==> config.mk <==
export PLATFORM = sky130hd
export DESIGN_NAME = data_mem_arbiter
export DESIGN_NICKNAME = d
export VERILOG_FILES = /design/src/rtl/data_mem_arb_pkg.sv /design/src/rtl/mem_arb_select.sv /design/src/rtl/data_mem_arbiter.sv
export SDC_FILE = /design/constraint.sdc
export NUM_CORES = 1
export LEC_CHECK = 0
export ABC_AREA = 1
export CAP_MARGIN = 10
export CORE_MARGIN = 2
export CORE_UTILIZATION = 30
export CTS_CLUSTER_SIZE = 40
export DETAILED_ROUTE_END_ITERATION = 10
export PLACE_DENSITY_LB_ADDON = 0.08
export SLEW_MARGIN = 20
export SYNTH_ARGS = -nofsm -noshare
export SYNTH_HDL_FRONTEND = slang
export SYNTH_SLANG_ARGS = --single-unit
export TNS_END_PERCENT = 20
==> constraint.sdc <==
create_clock -name clk -period 1.99 [get_ports clk]
set_input_delay 0.2985 -clock clk [delete_from_list [all_inputs] [get_ports clk]]
set_output_delay 0.2985 -clock clk [all_outputs]
set_load 0.05 [all_outputs]
==> src/rtl/data_mem_arb_pkg.sv <==
`default_nettype none
// ============================================================================
//  Module      : data_mem_arb_pkg
//  Description : Shared definitions for the data-memory arbiter: sequencer
//                state encoding, requester index constants and the default
//                address/data widths.
//  Revision    : 1.0 - initial release
// ============================================================================
package data_mem_arb_pkg;

    localparam int DEF_AW  = 16;
    localparam int DEF_DW  = 16;

    // Requester indices; also the bit positions in the req/grant vectors.
    localparam int REQ_CPU = 0;
    localparam int REQ_LDR = 1;

    typedef enum logic [1:0] {
        IDLE   = 2'd0,
        ACCESS = 2'd1,
        DONE   = 2'd2
    } arbState_t;

endpackage
`default_nettype wire

==> src/rtl/mem_arb_select.sv <==
`default_nettype none
// ============================================================================
//  Module      : mem_arb_select
//  Description : Combinational two-way request select. Produces a one-hot
//                winner and an any-request flag. With RR_EN set, a tie goes
//                to the requester that was not granted last; otherwise the
//                CPU requester always wins a tie.
//  Ports       : i_req[1:0]   request vector (bit = requester index)
//                i_lastOwner  index of the most recently granted requester
//                o_grant[1:0] one-hot winner (all zero when no request)
//                o_anyReq     at least one request is pending
//  Config      : RR_EN is driven by the parent from macro DMA_RR_ARB_EN.
//  Revision    : 1.0 - initial release
// ============================================================================
module mem_arb_select
    import data_mem_arb_pkg::*;
#(
    parameter bit RR_EN = 1'b0
) (
    input  logic [1:0] i_req,
    input  logic       i_lastOwner,
    output logic [1:0] o_grant,
    output logic       o_anyReq
);

    logic w_cpuWins;

    // CPU wins when alone, always under fixed priority, or under round-robin
    // when the loader was the last owner.
    assign w_cpuWins = i_req[REQ_CPU] &
                       (~i_req[REQ_LDR] | ~RR_EN | i_lastOwner);

    assign o_grant[REQ_CPU] = w_cpuWins;
    assign o_grant[REQ_LDR] = i_req[REQ_LDR] & ~w_cpuWins;
    assign o_anyReq         = |i_req;

endmodule
`default_nettype wire

==> src/rtl/data_mem_arbiter.sv <==
`default_nettype none
// ============================================================================
//  Module      : data_mem_arbiter
//  Description : Shares the single-port dataMemory between the CPU MEM stage
//                (requester 0) and the loader port (requester 1). Each
//                transaction takes one ACCESS cycle with registered strobes,
//                followed by a DONE cycle with a one-cycle done pulse. A new
//                grant may be decided in the DONE cycle.
//  Ports       : clk, rst (async, active-low)
//                rN_req/we/byte/addr/wdata  requester inputs
//                rN_gnt   high during the owner's ACCESS cycle
//                rN_done  one-cycle completion pulse
//                rN_rdata read data, held until that requester's next read
//                memRead/memWrite/sByte/addr/wrData  memory strobes
//                memOut   combinational memory read data
//  Config      : DMA_RR_ARB_EN defined   -> round-robin arbitration
//                DMA_RR_ARB_EN undefined -> fixed priority, requester 0 wins
//  Revision    : 1.0 - initial release
// ============================================================================
module data_mem_arbiter
    import data_mem_arb_pkg::*;
#(
    parameter int AW = DEF_AW,
    parameter int DW = DEF_DW
) (
    input  logic          clk,
    input  logic          rst,
    input  logic          r0_req,
    input  logic          r1_req,
    input  logic          r0_we,
    input  logic          r1_we,
    input  logic          r0_byte,
    input  logic          r1_byte,
    input  logic [AW-1:0] r0_addr,
    input  logic [AW-1:0] r1_addr,
    input  logic [DW-1:0] r0_wdata,
    input  logic [DW-1:0] r1_wdata,
    output logic          r0_gnt,
    output logic          r1_gnt,
    output logic          r0_done,
    output logic          r1_done,
    output logic [DW-1:0] r0_rdata,
    output logic [DW-1:0] r1_rdata,
    output logic          memRead,
    output logic          memWrite,
    output logic          sByte,
    output logic [AW-1:0] addr,
    output logic [DW-1:0] wrData,
    input  logic [DW-1:0] memOut
);

`ifdef DMA_RR_ARB_EN
    localparam bit c_RR_EN = 1'b1;
`else
    localparam bit c_RR_EN = 1'b0;
`endif

    arbState_t     r_state,     w_stateNext;
    logic          r_owner,     w_ownerNext;
    logic          r_lastOwner, w_lastOwnerNext;
    logic          r_memRead,   w_memReadNext;
    logic          r_memWrite,  w_memWriteNext;
    logic          r_sByte,     w_sByteNext;
    logic [AW-1:0] r_addr,      w_addrNext;
    logic [DW-1:0] r_wrData,    w_wrDataNext;
    logic [1:0]    r_gnt,       w_gntNext;
    logic [1:0]    r_done,      w_doneNext;
    logic [DW-1:0] r_rdata0,    w_rdata0Next;
    logic [DW-1:0] r_rdata1,    w_rdata1Next;

    logic [1:0]    w_grant;
    logic          w_anyReq;
    logic          w_selWe;
    logic          w_selByte;
    logic [AW-1:0] w_selAddr;
    logic [DW-1:0] w_selWdata;

    mem_arb_select #(
        .RR_EN       (c_RR_EN)
    ) u_select (
        .i_req       ({r1_req, r0_req}),
        .i_lastOwner (r_lastOwner),
        .o_grant     (w_grant),
        .o_anyReq    (w_anyReq)
    );

    // Fields of the arbitration winner (don't-care when nobody requests).
    assign w_selWe    = w_grant[REQ_CPU] ? r0_we    : r1_we;
    assign w_selByte  = w_grant[REQ_CPU] ? r0_byte  : r1_byte;
    assign w_selAddr  = w_grant[REQ_CPU] ? r0_addr  : r1_addr;
    assign w_selWdata = w_grant[REQ_CPU] ? r0_wdata : r1_wdata;

    always_comb begin
        w_stateNext     = r_state;
        w_ownerNext     = r_owner;
        w_lastOwnerNext = r_lastOwner;
        w_memReadNext   = 1'b0;
        w_memWriteNext  = 1'b0;
        w_sByteNext     = r_sByte;
        w_addrNext      = r_addr;
        w_wrDataNext    = r_wrData;
        w_gntNext       = 2'b00;
        w_doneNext      = 2'b00;
        w_rdata0Next    = r_rdata0;
        w_rdata1Next    = r_rdata1;

        case (r_state)
            // IDLE and DONE are both decision cycles.
            IDLE, DONE: begin
                if (w_anyReq) begin
                    w_stateNext     = ACCESS;
                    w_ownerNext     = w_grant[REQ_LDR];
                    w_lastOwnerNext = w_grant[REQ_LDR];
                    w_memReadNext   = ~w_selWe;
                    w_memWriteNext  = w_selWe;
                    w_sByteNext     = w_selByte;
                    w_addrNext      = w_selAddr;
                    w_wrDataNext    = w_selWdata;
                    w_gntNext       = w_grant;
                end else begin
                    w_stateNext = IDLE;
                end
            end
            ACCESS: begin
                w_stateNext         = DONE;
                w_doneNext[r_owner] = 1'b1;
                // memOut is valid now because addr/memRead are registered.
                if (r_memRead) begin
                    if (r_owner) begin
                        w_rdata1Next = memOut;
                    end else begin
                        w_rdata0Next = memOut;
                    end
                end
            end
            default: begin
                w_stateNext = IDLE;
            end
        endcase
    end

    always_ff @(posedge clk or negedge rst) begin
        if (!rst) begin
            r_state     <= IDLE;
            r_owner     <= 1'b0;
            // Pretend the loader went last so the CPU wins the first tie.
            r_lastOwner <= 1'b1;
            r_memRead   <= 1'b0;
            r_memWrite  <= 1'b0;
            r_sByte     <= 1'b0;
            r_addr      <= '0;
            r_wrData    <= '0;
            r_gnt       <= 2'b00;
            r_done      <= 2'b00;
            r_rdata0    <= '0;
            r_rdata1    <= '0;
        end else begin
            r_state     <= w_stateNext;
            r_owner     <= w_ownerNext;
            r_lastOwner <= w_lastOwnerNext;
            r_memRead   <= w_memReadNext;
            r_memWrite  <= w_memWriteNext;
            r_sByte     <= w_sByteNext;
            r_addr      <= w_addrNext;
            r_wrData    <= w_wrDataNext;
            r_gnt       <= w_gntNext;
            r_done      <= w_doneNext;
            r_rdata0    <= w_rdata0Next;
            r_rdata1    <= w_rdata1Next;
        end
    end

    assign r0_gnt   = r_gnt[REQ_CPU];
    assign r1_gnt   = r_gnt[REQ_LDR];
    assign r0_done  = r_done[REQ_CPU];
    assign r1_done  = r_done[REQ_LDR];
    assign r0_rdata = r_rdata0;
    assign r1_rdata = r_rdata1;
    assign memRead  = r_memRead;
    assign memWrite = r_memWrite;
    assign sByte    = r_sByte;
    assign addr     = r_addr;
    assign wrData   = r_wrData;

endmodule
`default_nettype wire

==> results of run 1 <==
-- state kept, by name, indices dropped and copies added, names as in the netlist --
name	cells
addr	16
r0_rdata	16
r1_rdata	16
wrData	16
r_done	2
r_gnt	2
r_state	2
memRead	1
memWrite	1
r_owner	1
sByte	1
-- cells in the final DEF, fill, tap and decap left out --
cell,count
dfrtp_1,74
bufinv_16,2
nand2_4,1
nand2_2,3
nand3_1,16
nand2_1,284
nor2_1,4
buf_4,9
clkinv_4,1
nor2_4,2
inv_2,1
clkinv_2,2
dlygate4sd3_1,1
o21ai_4,1
buf_12,1
nor2_8,1
clkbuf_8,10
clkinv_1,1
a21oi_1,2
inv_1,5
clkdlybuf4s50_1,156
-- stage by stage --
stage	worst slack (ns)	util (%)	instance area, um2	cells
after global placement	0.390	46.2	4960	701
after global routing	0.0851	48.3	5190	717
after CTS	0.132	48.3	5190	717
after floorplan	0.567	-	3290	413
final	0.154	48.3	5190	717
after detailed placement	0.337	46.2	4960	701
-- power groups by stage --
stage / logic, mW / registers (mW) / clock network [mW]
after CTS: 3.74 / 2.30 / 1.32
after global placement: 3.73 / 2.32 / 0
after global routing: 3.94 / 2.36 / 1.39
after detailed placement: 3.74 / 2.32 / 0
after floorplan: 0.622 / 4.06 / 0
final: 3.70 / 2.30 / 1.27
-- cell families (layout without fill, tap and decap cells) --
kind of cell,Yosys count,after routing
buffers and inverters,25,189
flip-flops,74,74
AND/OR/NAND/NOR,311,311
AO/OA/AOI/OAI,3,3
-- routing by layer --
layer	GRT usage, %	vias up	wire [um]
met5	0	-	0
met4	7.60	0	204
met3	5.02	15	671
met2	26.0	99	4280
met1	19.2	1345	3710
li1	-	1563	-
-- area by class of cell --
class                   count  area [um2]
fillers                  1093        5560
flip-flops and latches     74        1850
repair buffers            167        1660
multi-input cells         314        1260
well taps                 140         175
clock buffers              10         138
clock inverters             5        78.8
inverters                   7        26.3
-- repair_timing --
item,CTS,global route
hold buffers,1,0
hold endpoints to repair,31,0
gates resized for setup,0,0
-- worst max path at each step --
stage,startpoint,end,depth (start not counted)
after detailed placement,r0_req,wrData[8],6
after global routing,addr[14],addr[14],1
after floorplan,memRead,r0_rdata[10],6
final,wrData[10],wrData[10],1
after global placement,r0_req,wrData[10],6
after CTS,wrData[10],wrData[10],1
==> metrics.yaml, run 1 <==
synthesis:
  synth-edff-count: 0
  synth_top_cell_area_share_pct: 56.3
  synth.area.top_cells: "dfrtp_1 56%, nand2_1 32%, buf_6 2.7%"
  yosysUniqueCellTypes: 16
  synth_top_area_cell: "dfrtp_1"
  synth_mux_area_share_pct: 0
  ys_seq_area_share_pct: 56.3
  synth_fa_ha_area_share_pct: 0
  synth-simple-area-share_pct: 37.5
  yosysMostFrequentCell: "nand2_1"
  synth_commonest_cells: "284 x nand2_1, 74 x dfrtp_1, 16 x nand3_1"
  syn_area_um2: 3290
  yosys_register_bits: 74
  yosys_warnings: 0
  netlist_instances: 413
  synthFlopType: "dfrtp_1"
  syn-num-nets: 501
  synth_xor_area_share_pct: 0
  synth_top_family_by_area: "simple AND/OR/NAND/NOR gates"
  synthArstFlopShare_pct: 100
  synth_compound_area_share_pct: 0.799
  postSynthAreaPerCell_um2: 7.96
global_route:
  grt_overflow: 0
  grt_pass1_wl_mm: 14.4
  grt_max_degree: 44
  grtUsageTotal_pct: 15.9
  grt_pass1_vias: 2887
  antenna_found_initial: 0
setup_path:
  critPathArrivalTime_ns: 1.54
  r2r-end: "r1_rdata[7]"
  critPathMaxStageDelay_ns: 0.84
  path_buf_inv: 1
  r2r_cells: 4
  r2r_start: "r_state[1]"
  critPathRequiredTime_ns: 1.69
  start_kind: "flip-flop"
  crit_slowest_cell: "clkdlybuf4s50_1"
  crit_family: "buffers and inverters"
  path_cells: "clkdlybuf4s50_1"
  cp_max_fo: 2
  endpoint_kind: "primary output"
  r2r_slack_ns: 0.65
  crit_type: "flip-flop to primary output"
min_path:
  hp-class: "input pin to asynchronous set/reset pin"
cts:
  cts_buffer_depth: 2
  cts.sinks: 74
  cts_tree: "yes"
  clock-root-buffer: "clkbuf_8"
  postCtsSetupRepairBufs: 0
  htreeDepth: 3
  clk_latency_ns: 0.34
  clk_pin_slew_ns: 0.08
  numCtsBuffers: 9
sta:
  slew-limit-headroom_pct: 63.1
  rsz0062_at_grt: "no"
  hold_slack_ns: 0.426
  timing.fmax_mhz: 545
  slew_violations: 0
  worstMarginPinSlew_ns: 0.552
  setup_tns_ns: 0
  finalCritPeriodShare_pct: 92.3
  hold_viol: 0
  min_period_ns: 1.84
  finalSetupViolations: 0
  clock-skew-final_ns: 0.00699
floorplanning:
  die_width_um: 109
  dieArea_um2: 11800
  start_util_pct: 30.6
  die_h_um: 109
  row_count: 38
  io_pins: 159
  core_um2: 10700
power_and_ir_drop:
  p_sw_mw: 3.31
  total_power_mw: 7.27
  p_seq_share_pct: 31.6
  ir_drop_uv: 866
  p_comb_share_pct: 50.9
  power_frac_clock_pct: 17.5
  power.internal_mw: 3.97
  pwr_density_cell_nw_per_um2: 1400
  p_sw_share_pct: 45.5
  leakage_nw: 2.60
flow_run:
  timing.max_cap.violations: 0
detailed_routing:
  drtIter0Drc: 141
  drt_pre_antenna_iters: 4
  ant_nets: 0
  drc: 0
  vias: 3022
  wire_per_inst_um: 12.4
  postRouteWirelength_mm: 8.86
  vias_per_cell: 4.21
cells_and_area:
  antenna_cells: 0
  area_delta_synth_final_pct: 57.8
  drive_gt1_share_pct: 5.89
  final_nets: 661
run_status:
  status: "completed"
place:
  place_hpwl_mm: 6.44
  routabilityCongestion: 0.752
  io_buffers: 158
Note: power is estimated with default switching activity, not from simulation.
==> inputs of run 2 (changes only) <==
- SETUP_SLACK_MARGIN: default -> 0.15
==> run 2 against run 1 <==
Against the previous run: combinational power hardly changed; utilization increased by 0.23 points; non-clock buffer count unchanged; die area unchanged; sequential power barely moved; worst hold slack worse by 0.0018 ns.
==> metrics.yaml, run 2 (synthesis gave the netlist of run 1 again) <==
global_route:
  grtUsageTotal_pct: 15.9  # unchanged
  grt_max_degree: 44  # unchanged
  antenna_found_initial: 0  # unchanged
  grt_pass1_wl_mm: 14.4  # unchanged
  grt_overflow: 0  # unchanged
  grt_pass1_vias: 2887  # unchanged
detailed_routing:
  vias_per_cell: 4.23  # +0.43%
  drtIter0Drc: 130  # -7.8%
  drt_pre_antenna_iters: 4  # unchanged
  wire_per_inst_um: 12.4  # +0.26%
  vias: 3035  # +0.43%
  postRouteWirelength_mm: 8.89  # +0.26%
  ant_nets: 0  # unchanged
  drc: 0  # unchanged
sta:
  finalSetupViolations: 0  # unchanged
  hold_viol: 0  # unchanged
  finalCritPeriodShare_pct: 92.1  # -0.21 points
  hold_slack_ns: 0.424  # -0.00184 ns
  layout_setup_ws_ns: 0.158  # +0.00426 ns
  timing.fmax_mhz: 546  # +0.23%
  slew_violations: 0  # unchanged
  setup_tns_ns: 0  # unchanged
  slew-limit-headroom_pct: 62.7  # -0.39 points
  rsz0062_at_grt: "yes"
  min_period_ns: 1.83  # -0.00426 ns
  clock-skew-final_ns: 0.00673  # -0.000261 ns
  worstMarginPinSlew_ns: 0.559  # +0.00668 ns
setup_path:
  start_kind: "flip-flop"
  path_cells: "clkdlybuf4s50_1"
  critPathMaxStageDelay_ns: 0.84  # about the same
  crit_family: "buffers and inverters"
  critPathRequiredTime_ns: 1.69  # about the same
  crit_slowest_cell: "clkdlybuf4s50_1"
  critPathArrivalTime_ns: 1.53  # about the same
  crit_type: "flip-flop to primary output"
  path_buf_inv: 1  # unchanged
  endpoint_kind: "primary output"
  cp_max_fo: 2  # unchanged
cts:
  cts.sinks: 74  # unchanged
  cts_buffer_depth: 2  # unchanged
  numCtsBuffers: 9  # unchanged
  clk_latency_ns: 0.35  # about the same
  cts_tree: "yes"
  clk_pin_slew_ns: 0.08  # about the same
  clock-root-buffer: "clkbuf_8"
  postCtsSetupRepairBufs: 0  # unchanged
  htreeDepth: 3  # unchanged
cells_and_area:
  area_delta_synth_final_pct: 58.6
  drive_gt1_share_pct: 5.89  # unchanged
  fin_util_pct: 48.5  # +0.23 points
  fin_cells: 717  # unchanged
  final_cell_mix: "284 x nand2_1, 140 x clkdlybuf4s50_1, 74 x dfrtp_1"
  finish.instance_area_um2: 5210  # +0.48%
  antenna_cells: 0  # unchanged
  layout_commonest_cell: "nand2_1"
  final_nets: 661  # unchanged
floorplanning:
  row_count: 38  # unchanged
  dieArea_um2: 11800  # unchanged
  io_pins: 159  # unchanged
  core_um2: 10700  # unchanged
  die_width_um: 109  # unchanged
  start_util_pct: 30.6  # unchanged
  die_h_um: 109  # unchanged
power_and_ir_drop:
  pwr_density_cell_nw_per_um2: 1390  # -0.81%
  ir_drop_uv: 767  # -11%
  leakage_nw: 2.75  # +5.5%
  total_power_mw: 7.25  # -0.33%
place:
  place_hpwl_mm: 6.44  # unchanged
  post_dp_cell_area_um2: 4960  # unchanged
  io_buffers: 158  # unchanged
  dp.cells: 701  # unchanged
  place_ws_ns: 0.337  # unchanged
  routabilityCongestion: 0.752  # unchanged
min_path:
  hp-class: "input pin to asynchronous set/reset pin"
flow_run:
  timing.max_cap.violations: 0  # unchanged
run_status:
  status: "completed"
run 2: where the power goes:
group          switching, mW  total [mW]  leakage (nW)  internal (mW)
Clock                  0.541        1.27         0.112          0.731
Combinational           2.48        3.68          1.73           1.21
Sequential             0.285        2.29         0.900           2.01
run 2: final timing paths:
check,cells after the start,endpoint,slack (ns),start
worst max-delay path,1,wrData[14],0.16,wrData[14]
worst min-delay path,2,r0_rdata[11],0.42,rst
worst min register to register,2,addr[4],0.47,addr[4]
worst max register to register,4,r1_rdata[7],0.64,r_state[1]
max in group asynchronous,3,wrData[4],0.98,rst
min in group clk,2,addr[4],0.47,addr[4]
run 2: metal layers:
layer	vias to the layer above	GRT usage (%)	wire length [um]
met4	0	7.60	208
met2	104	26.0	4270
met3	16	5.02	694
li1	1563	-	-
met5	-	0	0
met1	1352	19.2	3710
run 2: cell type report:
class                      instances  area [um2]
fill                            1090        5530
sequential                        74        1850
timing repair buffer             167        1680
multi-input combinational        314        1260
tap                              140         175
clock buffer                      10         138
clock inverter                     5        78.8
inverter                           7        26.3
run 2: what timing repair did:
item | 4_1_cts | 5_1_grt
endpoints found under the setup margin | 21 | 60
gates resized for setup | 4 | 12
endpoints found under the hold margin | 31 | 0
hold buffers | 1 | 0
